### src/rtl/cvxif_pkg.sv
// Shared CV-X-IF types for the core-side result buffer.
// Holds ID/data widths, handshake payloads and the per-ID tracking state.
package cvxif_pkg;

  localparam int unsigned X_ID_WIDTH  = 4;
  localparam int unsigned X_RFW_WIDTH = 32;

  typedef struct packed {
    logic [X_ID_WIDTH-1:0] id;
    logic                  x_commit_kill;
  } x_commit_t;

  typedef struct packed {
    logic [X_ID_WIDTH-1:0]  id;
    logic [X_RFW_WIDTH-1:0] data;
    logic [4:0]             rd;
    logic                   we;
    logic                   exc;
    logic [5:0]             exccode;
  } x_result_t;

  typedef enum logic [1:0] {
    FREE,
    ISSUED,
    COMMITTED,
    KILLED
  } id_state_e;

endpackage

### src/rtl/cvxif_result_buffer_if.sv
// Issue/commit/result/writeback bundle of the result buffer.
// slave is the buffer side, master is the core/coprocessor side.
interface cvxif_result_buffer_if;
  import cvxif_pkg::*;

  logic                  issue_accept_i;
  logic [X_ID_WIDTH-1:0] issue_id_i;
  logic                  x_commit_valid_i;
  x_commit_t             x_commit_i;
  logic                  x_result_valid_i;
  x_result_t             x_result_i;
  logic                  x_result_ready_o;
  logic                  wb_valid_o;
  logic                  wb_ready_i;
  x_result_t             wb_result_o;
  logic [X_ID_WIDTH:0]   outstanding_o;
  logic                  err_o;

  modport slave (
    input  issue_accept_i,
    input  issue_id_i,
    input  x_commit_valid_i,
    input  x_commit_i,
    input  x_result_valid_i,
    input  x_result_i,
    output x_result_ready_o,
    output wb_valid_o,
    input  wb_ready_i,
    output wb_result_o,
    output outstanding_o,
    output err_o
  );

  modport master (
    output issue_accept_i,
    output issue_id_i,
    output x_commit_valid_i,
    output x_commit_i,
    output x_result_valid_i,
    output x_result_i,
    input  x_result_ready_o,
    input  wb_valid_o,
    output wb_ready_i,
    input  wb_result_o,
    input  outstanding_o,
    input  err_o
  );

endinterface

### src/rtl/fifo_v3.sv
// Small synchronous FIFO with power-of-two wrapping pointers.
// Optional fall-through bypasses an empty FIFO combinationally.
module fifo_v3 #(
  parameter bit          FALL_THROUGH = 1'b0,
  parameter int unsigned DEPTH        = 4,
  parameter type         dtype        = logic [31:0],
  localparam int unsigned AW = (DEPTH > 1) ? $clog2(DEPTH) : 1
) (
  input  logic clk_i,
  input  logic rst_ni,
  input  logic flush_i,
  output logic full_o,
  output logic empty_o,
  input  dtype data_i,
  input  logic push_i,
  output dtype data_o,
  input  logic pop_i
);

  dtype          mem_q [DEPTH];
  logic [AW-1:0] rd_q, wr_q;
  logic [AW:0]   cnt_q;
  logic          none, bypass, do_push, do_pop;

  assign none    = (cnt_q == '0);
  assign bypass  = FALL_THROUGH && none && push_i && pop_i;
  assign full_o  = (cnt_q == (AW+1)'(DEPTH));
  assign empty_o = FALL_THROUGH ? (none && !push_i) : none;
  assign data_o  = (FALL_THROUGH && none) ? data_i : mem_q[rd_q];
  assign do_push = push_i && !full_o && !bypass;
  assign do_pop  = pop_i && !none;

  always_ff @(posedge clk_i or negedge rst_ni) begin
    if (!rst_ni) begin
      rd_q  <= '0;
      wr_q  <= '0;
      cnt_q <= '0;
    end else if (flush_i) begin
      rd_q  <= '0;
      wr_q  <= '0;
      cnt_q <= '0;
    end else begin
      if (do_push) wr_q <= wr_q + AW'(1);
      if (do_pop)  rd_q <= rd_q + AW'(1);
      cnt_q <= cnt_q + (AW+1)'(do_push) - (AW+1)'(do_pop);
    end
  end

  always_ff @(posedge clk_i) begin
    if (do_push) mem_q[wr_q] <= data_i;
  end

endmodule

### src/rtl/cvxif_result_buffer.sv
// Tracks offloaded IDs from issue to commit/kill and releases
// buffered coprocessor results to writeback only once committed.
module cvxif_result_buffer
  import cvxif_pkg::*;
#(
  parameter int unsigned DEPTH  = 4,
  parameter int unsigned ID_W   = X_ID_WIDTH,
  parameter int unsigned DATA_W = X_RFW_WIDTH
) (
  input logic clk_i,
  input logic rst_ni,
  cvxif_result_buffer_if.slave bus
);

  localparam int unsigned SLOTS = 2**ID_W;

  if (ID_W != X_ID_WIDTH || DATA_W != X_RFW_WIDTH ||
      DEPTH < 2 || (DEPTH & (DEPTH - 1)) != 0) begin : g_bad_cfg
    $error("cvxif_result_buffer: unsupported parameters");
  end

  id_state_e   state_q [SLOTS];
  id_state_e   state_d [SLOTS];
  id_state_e   head_st, res_st;
  x_result_t   head;
  logic        full, empty, push, pop;
  logic        err_d, err_q, wb_valid;
  logic [ID_W:0] busy, outstanding_q;
  logic [ID_W-1:0] cid, rid, iid;
  logic        kill, cmt_hit;

  assign cid  = bus.x_commit_i.id;
  assign kill = bus.x_commit_i.x_commit_kill;
  assign rid  = bus.x_result_i.id;
  assign iid  = bus.issue_id_i;

  fifo_v3 #(
    .FALL_THROUGH (1'b0),
    .DEPTH        (DEPTH),
    .dtype        (x_result_t)
  ) i_fifo (
    .clk_i   (clk_i),
    .rst_ni  (rst_ni),
    .flush_i (1'b0),
    .full_o  (full),
    .empty_o (empty),
    .data_i  (bus.x_result_i),
    .push_i  (push),
    .data_o  (head),
    .pop_i   (pop)
  );

  assign head_st = state_q[head.id];
  assign cmt_hit = bus.x_commit_valid_i &&
                   state_q[cid] == ISSUED;

  always_comb begin
    state_d = state_q;
    err_d   = 1'b0;
    push    = 1'b0;
    pop     = 1'b0;
    res_st  = state_q[rid];
    if (!empty) begin
      unique case (head_st)
        COMMITTED: begin
          if (bus.wb_ready_i) begin
            pop              = 1'b1;
            state_d[head.id] = FREE;
          end
        end
        KILLED: begin
          pop              = 1'b1;
          state_d[head.id] = FREE;
        end
        default: ;
      endcase
    end
    if (bus.x_commit_valid_i) begin
      if (cmt_hit) state_d[cid] = kill ? KILLED : COMMITTED;
      else         err_d = 1'b1;
    end
    // a result sees the outcome of a same-cycle commit to its ID
    if (cmt_hit && cid == rid) res_st = kill ? KILLED : COMMITTED;
    if (bus.x_result_valid_i && !full) begin
      unique case (res_st)
        ISSUED, COMMITTED: push = 1'b1;
        KILLED:            state_d[rid] = FREE;
        default:           err_d = 1'b1;
      endcase
    end
    if (bus.issue_accept_i) begin
      if (state_q[iid] != FREE) err_d = 1'b1;
      state_d[iid] = ISSUED;
    end
  end

  always_comb begin
    busy = '0;
    for (int i = 0; i < SLOTS; i++)
      busy = busy + (ID_W+1)'(state_q[i] != FREE);
  end

  always_ff @(posedge clk_i or negedge rst_ni) begin
    if (!rst_ni) begin
      for (int i = 0; i < SLOTS; i++) state_q[i] <= FREE;
      err_q         <= 1'b0;
      outstanding_q <= '0;
    end else begin
      state_q       <= state_d;
      err_q         <= err_d;
      outstanding_q <= busy;
    end
  end

  assign wb_valid             = !empty && head_st == COMMITTED;
  assign bus.wb_valid_o       = wb_valid;
  assign bus.wb_result_o      = wb_valid ? head : '0;
  assign bus.x_result_ready_o = ~full;
  assign bus.outstanding_o    = outstanding_q;
  assign bus.err_o            = err_q;

endmodule

### src/flat_wrapper.sv
// flat-port wrapper written by rule: the top's interface ports become plain ports
module cvxif_result_buffer_flat import cvxif_pkg::*;
#(
  parameter int unsigned DEPTH  = 4,
  parameter int unsigned ID_W   = X_ID_WIDTH,
  parameter int unsigned DATA_W = X_RFW_WIDTH
)
  (clk_i, rst_ni, bus_issue_accept_i, bus_issue_id_i, bus_x_commit_valid_i, bus_x_commit_i, bus_x_result_valid_i, bus_x_result_i, bus_x_result_ready_o, bus_wb_valid_o, bus_wb_ready_i, bus_wb_result_o, bus_outstanding_o, bus_err_o);
  cvxif_result_buffer_if bus_i ();
  input logic clk_i;
  input logic rst_ni;
  input wire logic [$bits(bus_i.issue_accept_i)-1:0] bus_issue_accept_i;
  input wire logic [$bits(bus_i.issue_id_i)-1:0] bus_issue_id_i;
  input wire logic [$bits(bus_i.x_commit_valid_i)-1:0] bus_x_commit_valid_i;
  input wire logic [$bits(bus_i.x_commit_i)-1:0] bus_x_commit_i;
  input wire logic [$bits(bus_i.x_result_valid_i)-1:0] bus_x_result_valid_i;
  input wire logic [$bits(bus_i.x_result_i)-1:0] bus_x_result_i;
  output wire logic [$bits(bus_i.x_result_ready_o)-1:0] bus_x_result_ready_o;
  output wire logic [$bits(bus_i.wb_valid_o)-1:0] bus_wb_valid_o;
  input wire logic [$bits(bus_i.wb_ready_i)-1:0] bus_wb_ready_i;
  output wire logic [$bits(bus_i.wb_result_o)-1:0] bus_wb_result_o;
  output wire logic [$bits(bus_i.outstanding_o)-1:0] bus_outstanding_o;
  output wire logic [$bits(bus_i.err_o)-1:0] bus_err_o;
  assign bus_i.issue_accept_i = bus_issue_accept_i;
  assign bus_i.issue_id_i = bus_issue_id_i;
  assign bus_i.x_commit_valid_i = bus_x_commit_valid_i;
  assign bus_i.x_commit_i = bus_x_commit_i;
  assign bus_i.x_result_valid_i = bus_x_result_valid_i;
  assign bus_i.x_result_i = bus_x_result_i;
  assign bus_x_result_ready_o = bus_i.x_result_ready_o;
  assign bus_wb_valid_o = bus_i.wb_valid_o;
  assign bus_i.wb_ready_i = bus_wb_ready_i;
  assign bus_wb_result_o = bus_i.wb_result_o;
  assign bus_outstanding_o = bus_i.outstanding_o;
  assign bus_err_o = bus_i.err_o;
  cvxif_result_buffer #(.DEPTH(DEPTH), .ID_W(ID_W), .DATA_W(DATA_W)) u_core (.clk_i(clk_i), .rst_ni(rst_ni), .bus(bus_i));
endmodule
### config.mk
export PLATFORM = sky130hd
export DESIGN_NAME = cvxif_result_buffer_flat
export DESIGN_NICKNAME = d
export VERILOG_FILES = /design/src/rtl/cvxif_pkg.sv /design/src/rtl/cvxif_result_buffer_if.sv /design/src/rtl/fifo_v3.sv /design/src/rtl/cvxif_result_buffer.sv /design/src/flat_wrapper.sv
export SDC_FILE = /design/constraint.sdc
export NUM_CORES = 1
export LEC_CHECK = 0
export ABC_AREA = 1
export BUFFER_PORTS_ARGS = -buffer_cell sky130_fd_sc_hd__buf_2
export CAP_MARGIN = 20
export CORE_ASPECT_RATIO = 1.2
export CORE_MARGIN = 2
export CORE_UTILIZATION = 40
export DETAILED_ROUTE_END_ITERATION = 8
export PLACE_DENSITY = 0.59
export SLEW_MARGIN = 10
export SYNTH_ARGS = -nofsm -noshare
export SYNTH_HDL_FRONTEND = slang
export SYNTH_SLANG_ARGS = --single-unit
### constraint.sdc
create_clock -name clk_i -period 7.53 [get_ports clk_i]
set_input_delay 0 -clock clk_i [delete_from_list [all_inputs] [get_ports clk_i]]
set_output_delay 0 -clock clk_i [all_outputs]
set_load 0.05 [all_outputs]
==> run metrics, run 1 <==
Worst Hold Class=primary input to flop; Yosys top cell area share=50.64%; number of vias per cell=5.213; largest net degree at the start of global routing=104; final count of hold timing violations=0; residual DRC count=0; Max-Cap Viols=0; IO Port Bufs=120; die width=159.6 µm; clk_lat worst skew=0.52 ns; Reg clk slew, reported paths=0.06 ns; DRT iter0 DRCs=750; Antenna Cells=0; crit start category=flop; top cells by area, synth=edfxtp_1 51%, nand2_1 12%, dfrtp_1 9.7%; Die H=190.7 µm; ys async rst share=18.67%; Worst EP arrival=4.63 ns; post-route minimum period=4.632 ns; Period Utilization, post-route=61.51%; worst-path cell chain=inv_2, buf_4, nand2_1, nand3_1, nand2_1, nand2_1, inv_1, nand2_1, nand2_1, nor2_4, nand2_2, nor2_4, inv_2, buf_4, a211oi_1, buf_2; initial antenna violation count=0; top_reg_cell synth=edfxtp_1; layout cells sized above 1=14.13%; Synth Net Count=1268; TNS Setup=0 ns; cell taking the most area after synthesis=edfxtp_1; Routed Antenna Nets=0; num ports=121; hold_buf cts=63; global-route wire length before repair=50140 µm; Setup crit end=bus_wb_result_o[36]; die area=30440 µm²; EDFF count, synth=196; Core Util, Final=49.21%; f_max=0.2159 GHz; CTS buffer count=25; Initial Utilization=40.53%; CP peak stage delay=0.75 ns; # fillers=2640; Final Setup Violations=0; drt total wl=32440 µm; post-synth cell types=34; post-CTS sizing=0; Worst Skew=0.02127 ns; Crit-path slowest cell=buf_4; Core Area=28670 µm²; run status=completed; unrepaired setup endpoints after global routing=false; gr ovfl total=0; routed len/inst=18.45 µm; Critical Path RT=7.53 ns; R2R Path Start=u_core.state_q[17]$_DFF_PN0_; Syn Std Cell Area=11620 µm²; Worst Setup End Kind=output pin; Crit path top cell by count=nand2_1; detailed placer's ending HPWL=21550 µm; Slew @ Worst Pin=1.076 ns; GPL Wtd Cong=1.021; Seq cells post-synth=241; synth warn=0; row cnt=68; delay-heaviest family, CP=buffers and inverters; worst relative slew slack=28.27%; fin nets=1443; Cells after Synth=1180; Synth Area per Inst=9.849 µm²; Layout Area Growth over Synthesis=21.40%; critical path start-end classification=flop to output pin; vias in the first global route=8983; CTS tree=built; final hold slack=0.03203 ns; R2R cell count=14; H-tree levels=1; Pre-Repair DR Iteration Count=5; critical path depth=16; Worst R2R Setup Slack=3.35 ns; routed vias=9164; Tot GR Track Use=21.03%; post-CTS setup buffer count=0; Reg-to-Reg End=u_core.i_fifo.mem_q[3][27]$_DFFE_PP_; Buffers & Inverters on Critical Path=6; post-synthesis sequential area ratio=60.33%; Max Root-Sink Buffers=3; Slew Viols, Final=0; Root Driver=clkbuf_16; crit path from=u_core.i_fifo.rd_q[0]$_DFFE_PN0P_; Sink Count=241; CP Max Fanout=94
## cells in the final DEF, fill, tap and decap left out, types with 30 or more instances in the layout
cell type      netlist  routed
a211oi_1            39      39
a21oi_1            113     113
buf_2                8     120
dfrtp_1             45      44
dlygate4sd3_1        0      64
edfxtp_1           196     196
inv_1              107     107
nand2_1            361     361
nand3_1             45      45
nor2_1              68      64
o22ai_1             30      30
## per-stage QoR
stage	std cells	area, µm²	setup WS (ns)
2_1_floorplan	1180	11620	2.990
3_3_place_gp	1647	12570	3.004
3_5_place_dp	1647	12570	3.032
4_1_cts	1755	14050	2.494
5_1_grt	1758	14110	2.650
6_report	1758	14110	2.898
## cell families after synthesis
kind of cell	share of synthesized area, %
buf+inv	5.447
flops	60.33
simple gates	17.90
compound gates	12.27
xor+xnor	0.7536
fa+ha+maj	3.294
## worst reg2reg max path: stages, from the launching register on
cell and delay [ns]:
dfrtp_1 0.38, inv_1 0.14, o22ai_1 0.11, o21ai_0 0.16
nand2_1 0.09, nor2_2 0.33, nand2_1 0.24, nor2_1 0.14
nand4_1 0.13, nand2_1 0.08, o21ai_0 0.10, ha_1 0.31
nand2_1 0.29, nor2_4 0.86, buf_4 0.45
## metal layers
metal | GRT usage, % | part of all wire, % | wire length, µm
met2 | 36.60 | 49 | 16000
met5 | 0 | 0 | 0
met1 | 26.76 | 42 | 13550
met3 | 2.980 | 5.6 | 1802
met4 | 7.832 | 3.4 | 1098
## registers in the layout, summed over array words and instances, names as in the netlist
| register | flops |
|---|---|
| u_core.i_fifo.rd_q | 2 |
| u_core.i_fifo.mem_q | 196 |
| u_core.i_fifo.cnt_q | 3 |
| u_core.state_q | 32 |
| u_core.i_fifo.wr_q | 2 |
| u_core.bus.outstanding_o | 5 |
| u_core.bus.err_o | 1 |
## cells in the mapped netlist, drive strengths merged, types with 14 or more instances
| master | number |
|---|---|
| edfxtp | 196 |
| a211oi | 45 |
| dfrtp | 45 |
| o21ai | 37 |
| o22ai | 30 |
| clkbuf | 31 |
| inv | 111 |
| nor2 | 73 |
| nand4 | 18 |
| nand2 | 366 |
| a21oi | 113 |
| nand3 | 47 |
| buf | 14 |
## layout make-up
class / instances / area (µm²) / area share, %
Sequential cell: 241 / 7015 / 49.72
Clock buffer: 35 / 713.2 / 5.055
Timing Repair Buffer: 193 / 1341 / 9.506
Clock inverter: 10 / 133.9 / 0.9488
Inverter: 111 / 416.7 / 2.953
Multi-Input combinational cell: 783 / 4008 / 28.40
Tap cell: 385 / 481.7 / 3.414
## worst min-delay path by stage
stage,from,to,slack [ns],cells past startpoint
3_3_place_gp,bus_x_result_i[21],u_core.i_fifo.mem_q[3][21]$_DFFE_PP_,0.22,1
2_1_floorplan,rst_ni,u_core.bus.err_o$_DFF_PN0_,-0.30,0
4_1_cts,bus_issue_accept_i,u_core.state_q[26]$_DFF_PN0_,0.01,5
3_5_place_dp,bus_x_result_i[24],u_core.i_fifo.mem_q[1][24]$_DFFE_PP_,0.22,1
6_report,bus_issue_accept_i,u_core.state_q[26]$_DFF_PN0_,0.03,5
5_1_grt,bus_issue_accept_i,u_core.state_q[30]$_DFF_PN0_,0.06,5
Power of run 1 is left out: the tool's default activity adds up to more than one toggle a clock period on the data nets, which glitch-free logic cannot reach.
==> inputs of run 2 (changes only) <==
Settings changed: PLACE_DENSITY 0.59 to 0.61.
Clock period 7.53 ns to 3.8 ns, I/O delays scaled along.
==> run 2 against run 1 <==
Effect of this change:
- the flow now finishes with violations (setup timing)
- cell count up 1.7%
- global-route usage up 0.088 points
- sequential cell count unchanged
- worst setup slack worse by 2.9 ns
- clock-buffer cell count down 4
- routed wire length about the same
- via count up 1.9%
- utilization up 0.67 points
- worst hold slack better by 0.016 ns
- die area unchanged
- largest cell class unchanged
- final area up 1.4%
==> run metrics, run 2 (synthesis gave the netlist of run 1 again) <==
Worst Setup End Kind=flop; most flop-heavy register=u_core.i_fifo.mem_q; Pre-Repair DR Iteration Count=5 (unchanged); FF/Latch Area=7015 µm² (unchanged); vias in the first global route=9327 (+3.8%); Sink Count=241 (unchanged); GPL Wtd Cong=1.055 (+3.3%); run status=finished, violations left; f_max=0.2621 GHz; CTS buffer count=25 (unchanged); fin nets=1476 (+2.3%); Layout Area Growth over Synthesis=23.06%; Max-Cap Viols=0 (unchanged); die width=159.6 µm (unchanged); # fillers=2685 (+1.7%); Final Setup Violations=1 (+1); DRT iter0 DRCs=784 (+4.5%); global-route wire length before repair=50510 µm (+0.76%); die area=30440 µm² (unchanged); layout cells sized above 1=16.39% (+2.3 points); final non-filler cell total=1788 (+1.7%); H-tree levels=1 (unchanged); number of vias per cell=5.222 (+0.18%); critical path start-end classification=flop to flop; post-route minimum period=3.815 ns; Worst R2R Setup Slack=-0.01 ns (-3.36 ns); gr ovfl total=0 (unchanged); Critical Path RT=4.20 ns (-3.33 ns); CP Max Fanout=2 (-98%); commonest non-fill, non-tap cells in the layout=359 x nand2_1, 196 x edfxtp_1, 119 x buf_2; Worst EP arrival=4.22 ns (-0.41 ns); max reg flops=196 (unchanged); Worst Hold Class=primary input to flop; Multi-input gate area=4045 µm² (+0.94%); Root Driver=clkbuf_16; Slew @ Worst Pin=1.010 ns (-0.06602 ns); CTS tree=built; Slew Viols, Final=0 (unchanged); R2R Path Start=u_core.state_q[29]$_DFF_PN0_; hold path cells=5 (unchanged); Antenna Cells=0 (unchanged); R2R cell count=14 (unchanged); Max Root-Sink Buffers=3 (unchanged); commonest non-fill, non-tap cell in the layout=nand2_1; TNS Setup=-0.01484 ns (-0.01484 ns); Worst Skew=0.02235 ns (+0.001079 ns); crit start category=flop; Reg clk slew, reported paths=0.06 ns (about the same); Core Area=28670 µm² (unchanged); Routed Antenna Nets=0 (unchanged); fin area=14300 µm² (+1.4%); Die H=190.7 µm (unchanged); num ports=121 (unchanged); Worst Slack Setup Final=-0.01484 ns (-2.913 ns); pre-CTS setup slack=-0.1418 ns (-3.173 ns); residual DRC count=0 (unchanged); largest net degree at the start of global routing=91 (-13%); initial antenna violation count=0 (unchanged); placed cell count=1679 (+1.9%); Period Utilization, post-route=100.4%; Initial Utilization=40.53% (unchanged); detailed placer's ending HPWL=21680 µm (+0.59%); clk_lat worst skew=0.52 ns (about the same); final count of hold timing violations=0 (unchanged); Tot GR Track Use=21.12% (+0.088 points); drt total wl=32430 µm (about the same); IO Port Bufs=120 (unchanged); worst relative slew slack=32.67% (+4.4 points); Hold Path Sink=u_core.state_q[1]$_DFF_PN0_; failing checks=setup timing; routed vias=9337 (+1.9%); HP Start=bus_x_commit_i[4]; row cnt=68 (unchanged); routed len/inst=18.14 µm (-1.7%); unrepaired setup endpoints after global routing=true; Reg-to-Reg End=u_core.bus.outstanding_o[2]$_DFF_PN0_; dpl cell area=12870 µm² (+2.3%)
[run 2: worst max-delay path by stage]
stage / from / end / slack, ns
final: u_core.state_q[29]$_DFF_PN0_ / u_core.bus.outstanding_o[2]$_DFF_PN0_ / -0.01
after global routing: u_core.state_q[29]$_DFF_PN0_ / u_core.bus.outstanding_o[2]$_DFF_PN0_ / -0.13
after global placement: u_core.state_q[30]$_DFF_PN0_ / u_core.bus.outstanding_o[2]$_DFF_PN0_ / -0.08
after floorplan: u_core.state_q[17]$_DFF_PN0_ / u_core.i_fifo.mem_q[0][0]$_DFFE_PP_ / -0.74
after detailed placement: u_core.state_q[30]$_DFF_PN0_ / u_core.bus.outstanding_o[4]$_DFF_PN0_ / -0.14
after CTS: u_core.state_q[31]$_DFF_PN0_ / u_core.bus.outstanding_o[2]$_DFF_PN0_ / -0.02
[run 2: worst max-delay path, cell delays in order (launching register included)]
cell and delay (ns):
dfrtp_1 0.38, inv_2 0.06, nand2_2 0.07, ha_4 0.27
inv_2 0.03, fa_1 0.47, inv_1 0.05, fa_1 0.47
inv_1 0.05, fa_1 0.47, inv_1 0.05, fa_1 0.45
fa_2 0.37, fa_2 0.36, xor2_1 0.15
[run 2: timing repair]
action | CTS | global route
resized for setup | 9 | 3
hold endpoints to repair | 241 | 0
hold buffers | 64 | 0
pin swaps | 2 | 0
buffers inserted | 3 | 0
endpoints found under the setup margin | 9 | 6
[run 2: stage by stage]
stage	hold slack [ns]	util (%)
floorplan	-0.2956	-
global placement	0.06604	44.89
CTS	0.003378	49.84
global route	0.05546	49.88
finish	0.04832	49.88
detailed placement	0.07206	44.89
[run 2: final cells by class]
type	instances	share of cell area [%]
Clock inverter	11	0.5861
Timing Repair Buffer	226	11.25
Inverter	111	2.931
Clock buffer	31	4.532
Multi-Input combinational cell	783	28.28
Sequential cell	241	49.05
Tap cell	385	3.368
[run 2: layer usage]
layer | vias to the layer above | routed length, µm | track usage (%)
li1 | 4476 | - | -
met3 | 98 | 1990 | 3.306
met4 | 0 | 1717 | 10.70
met5 | - | 0 | 0
met2 | 346 | 15600 | 36.63
met1 | 4417 | 13120 | 25.62
Power of run 2 is left out for the same reason.
==> inputs of run 3 (changes only) <==
Settings changed: RECOVER_POWER set to 50.
==> run 3 against run 2 <==
Effect of this change:
- cell count unchanged
- first-iteration DRC count down 2.8%
- the run ends with capacitance limit, slew limit, setup timing left
- clock-buffer cell count unchanged
- routed wire length up 0.13%
- register-to-register slack about the same
==> run metrics, run 3 (synthesis gave the netlist of run 1 again) <==
Initial Utilization=40.53% (unchanged); die area=30440 µm² (unchanged); crit start category=flop; grt peak-use layer=met2; commonest non-fill, non-tap cells in the layout=360 x nand2_1, 196 x edfxtp_1, 113 x a21oi_1; Slew Viols, Final=29 (+29); routed vias=9364 (+0.29%); routed len/inst=18.16 µm (+0.13%); met3 usage=3.306% (unchanged); Worst Setup End Kind=flop; number of vias per cell=5.237 (+0.29%); num ports=121 (unchanged); largest net degree at the start of global routing=91 (unchanged); Tot GR Track Use=21.12% (unchanged); CTS tree=built; final count of hold timing violations=0 (unchanged); Antenna Cells=0 (unchanged); layout cells sized above 1=11.90% (-4.5 points); placed cell count=1679 (unchanged); H-tree levels=1 (unchanged); DRT iter0 DRCs=762 (-2.8%); GPL Wtd Cong=1.055 (unchanged); CP Max Fanout=2 (unchanged); clk_lat worst skew=0.52 ns (about the same); failing checks=capacitance limit, slew limit, setup timing; IO Port Bufs=120 (unchanged); Sink Count=241 (unchanged); Worst Skew=0.02004 ns (-0.002309 ns); # fillers=2720 (+1.3%); R2R Path Start=u_core.state_q[31]$_DFF_PN0_; vias in the first global route=9327 (unchanged); global-route wire length before repair=50510 µm (unchanged); gr ovfl total=0 (unchanged); Core Area=28670 µm² (unchanged); detailed placer's ending HPWL=21680 µm (unchanged); HP Start=bus_x_commit_i[4]; post-route minimum period=3.815 ns (-0.0000005000 ns); initial antenna violation count=0 (unchanged); Slew @ Worst Pin=1.605 ns (+0.5953 ns); run status=finished, violations left; Reg clk slew, reported paths=0.06 ns (about the same); most flop-heavy register=u_core.i_fifo.mem_q; critical path start-end classification=flop to flop; final non-filler cell total=1788 (unchanged); met2 Track Usage GR=36.63% (unchanged); drt total wl=32470 µm (+0.13%); die width=159.6 µm (unchanged); R2R cell count=14 (unchanged); fin nets=1476 (unchanged); Worst EP arrival=4.22 ns (about the same); CTS buffer count=25 (unchanged); Worst Slack Setup Final=-0.01484 ns (+0.0000005000 ns); commonest non-fill, non-tap cell in the layout=nand2_1; f_max=0.2621 GHz (unchanged); max reg flops=196 (unchanged); Critical Path RT=4.20 ns (about the same); row cnt=68 (unchanged); Max-Cap Viols=1 (+1); Final Setup Violations=1 (unchanged); unrepaired setup endpoints after global routing=true; Routed Antenna Nets=0 (unchanged); Worst Hold Class=primary input to flop; Max Root-Sink Buffers=3 (unchanged); met1 Track Usage GR=25.62% (unchanged); worst relative slew slack=-7.017% (-40 points); Root Driver=clkbuf_16; Pre-Repair DR Iteration Count=5 (unchanged); crit path from=u_core.state_q[31]$_DFF_PN0_; Layout Area Growth over Synthesis=22.24%; Period Utilization, post-route=100.4% (about the same); Die H=190.7 µm (unchanged); hold path cells=5 (unchanged); residual DRC count=0 (unchanged)
## run 3: cell types whose count changed in the layout (fill, tap and decap cells not counted), moves of 2 or more
cell	before	now
o21ai_0	28	31
clkbuf_1	6	66
buf_2	119	62
o21ai_1	9	6
buf_4	38	35
nor2_1	64	66
## run 3: path summary, 6_finish.rpt
path	endpoint	slack, ns
max in group asynchronous	u_core.i_fifo.rd_q[0]$_DFFE_PN0P_	1.46
min in group asynchronous	u_core.state_q[17]$_DFF_PN0_	0.43
min	u_core.state_q[1]$_DFF_PN0_	0.05
max	u_core.bus.outstanding_o[2]$_DFF_PN0_	-0.01
max reg2reg	u_core.bus.outstanding_o[2]$_DFF_PN0_	-0.01
min reg2reg	u_core.state_q[9]$_DFF_PN0_	0.53
## run 3: per-layer routing
| metal | part of all wire [%] | wire length [µm] | vias up |
|---|---|---|---|
| met5 | 0 | 0 | - |
| li1 | - | - | 4482 |
| met2 | 48 | 15680 | 355 |
| met3 | 6.4 | 2093 | 97 |
| met4 | 5.2 | 1699 | 0 |
| met1 | 40 | 13000 | 4430 |
## run 3: repair_timing
item | 4_1_cts | 5_1_grt
pin swaps | 2 | 0
hold buffers | 64 | 0
hold endpoints to repair | 241 | 0
endpoints found under the setup margin | 9 | 6
buffers inserted | 3 | 0
gates cloned | 0 | 0
gates resized for setup | 9 | 3
## run 3: stage by stage
step                TNS (ns)  hold WS (ns)  cell area, µm²  utilization (%)  worst slack [ns]
global placement     -0.1927       0.06604           12870            44.89          -0.07997
CTS                 -0.01777      0.003378           14290            49.84          -0.01777
floorplan            -144.95       -0.2956           11630                -           -0.7395
global route         -0.9320       0.05547           14210            49.55           -0.1311
detailed placement   -0.3682       0.07206           12870            44.89           -0.1418
finish              -0.01484       0.04743           14210            49.55          -0.01484
## run 3: cell type report
| type | instances | area, µm² | share of cell area [%] |
|---|---|---|---|
| Sequential cell | 241 | 7015 | 49.38 |
| Multi-Input combinational cell | 783 | 4033 | 28.38 |
| Timing Repair Buffer | 226 | 1526 | 10.74 |
| Clock buffer | 31 | 648.1 | 4.562 |
| Tap cell | 385 | 481.7 | 3.391 |
| Inverter | 111 | 419.2 | 2.950 |
| Clock inverter | 11 | 83.83 | 0.5900 |
## run 3: worst max-delay path, stage by stage (launching register included)
cell	delay, ns
dfrtp_1	0.39
inv_2	0.08
nand2_4	0.06
ha_4	0.26
inv_2	0.03
fa_1	0.47
inv_1	0.05
fa_1	0.47
inv_1	0.05
fa_1	0.47
inv_1	0.05
fa_1	0.45
fa_2	0.37
fa_2	0.36
xor2_1	0.15
Power of run 3 is left out for the same reason.
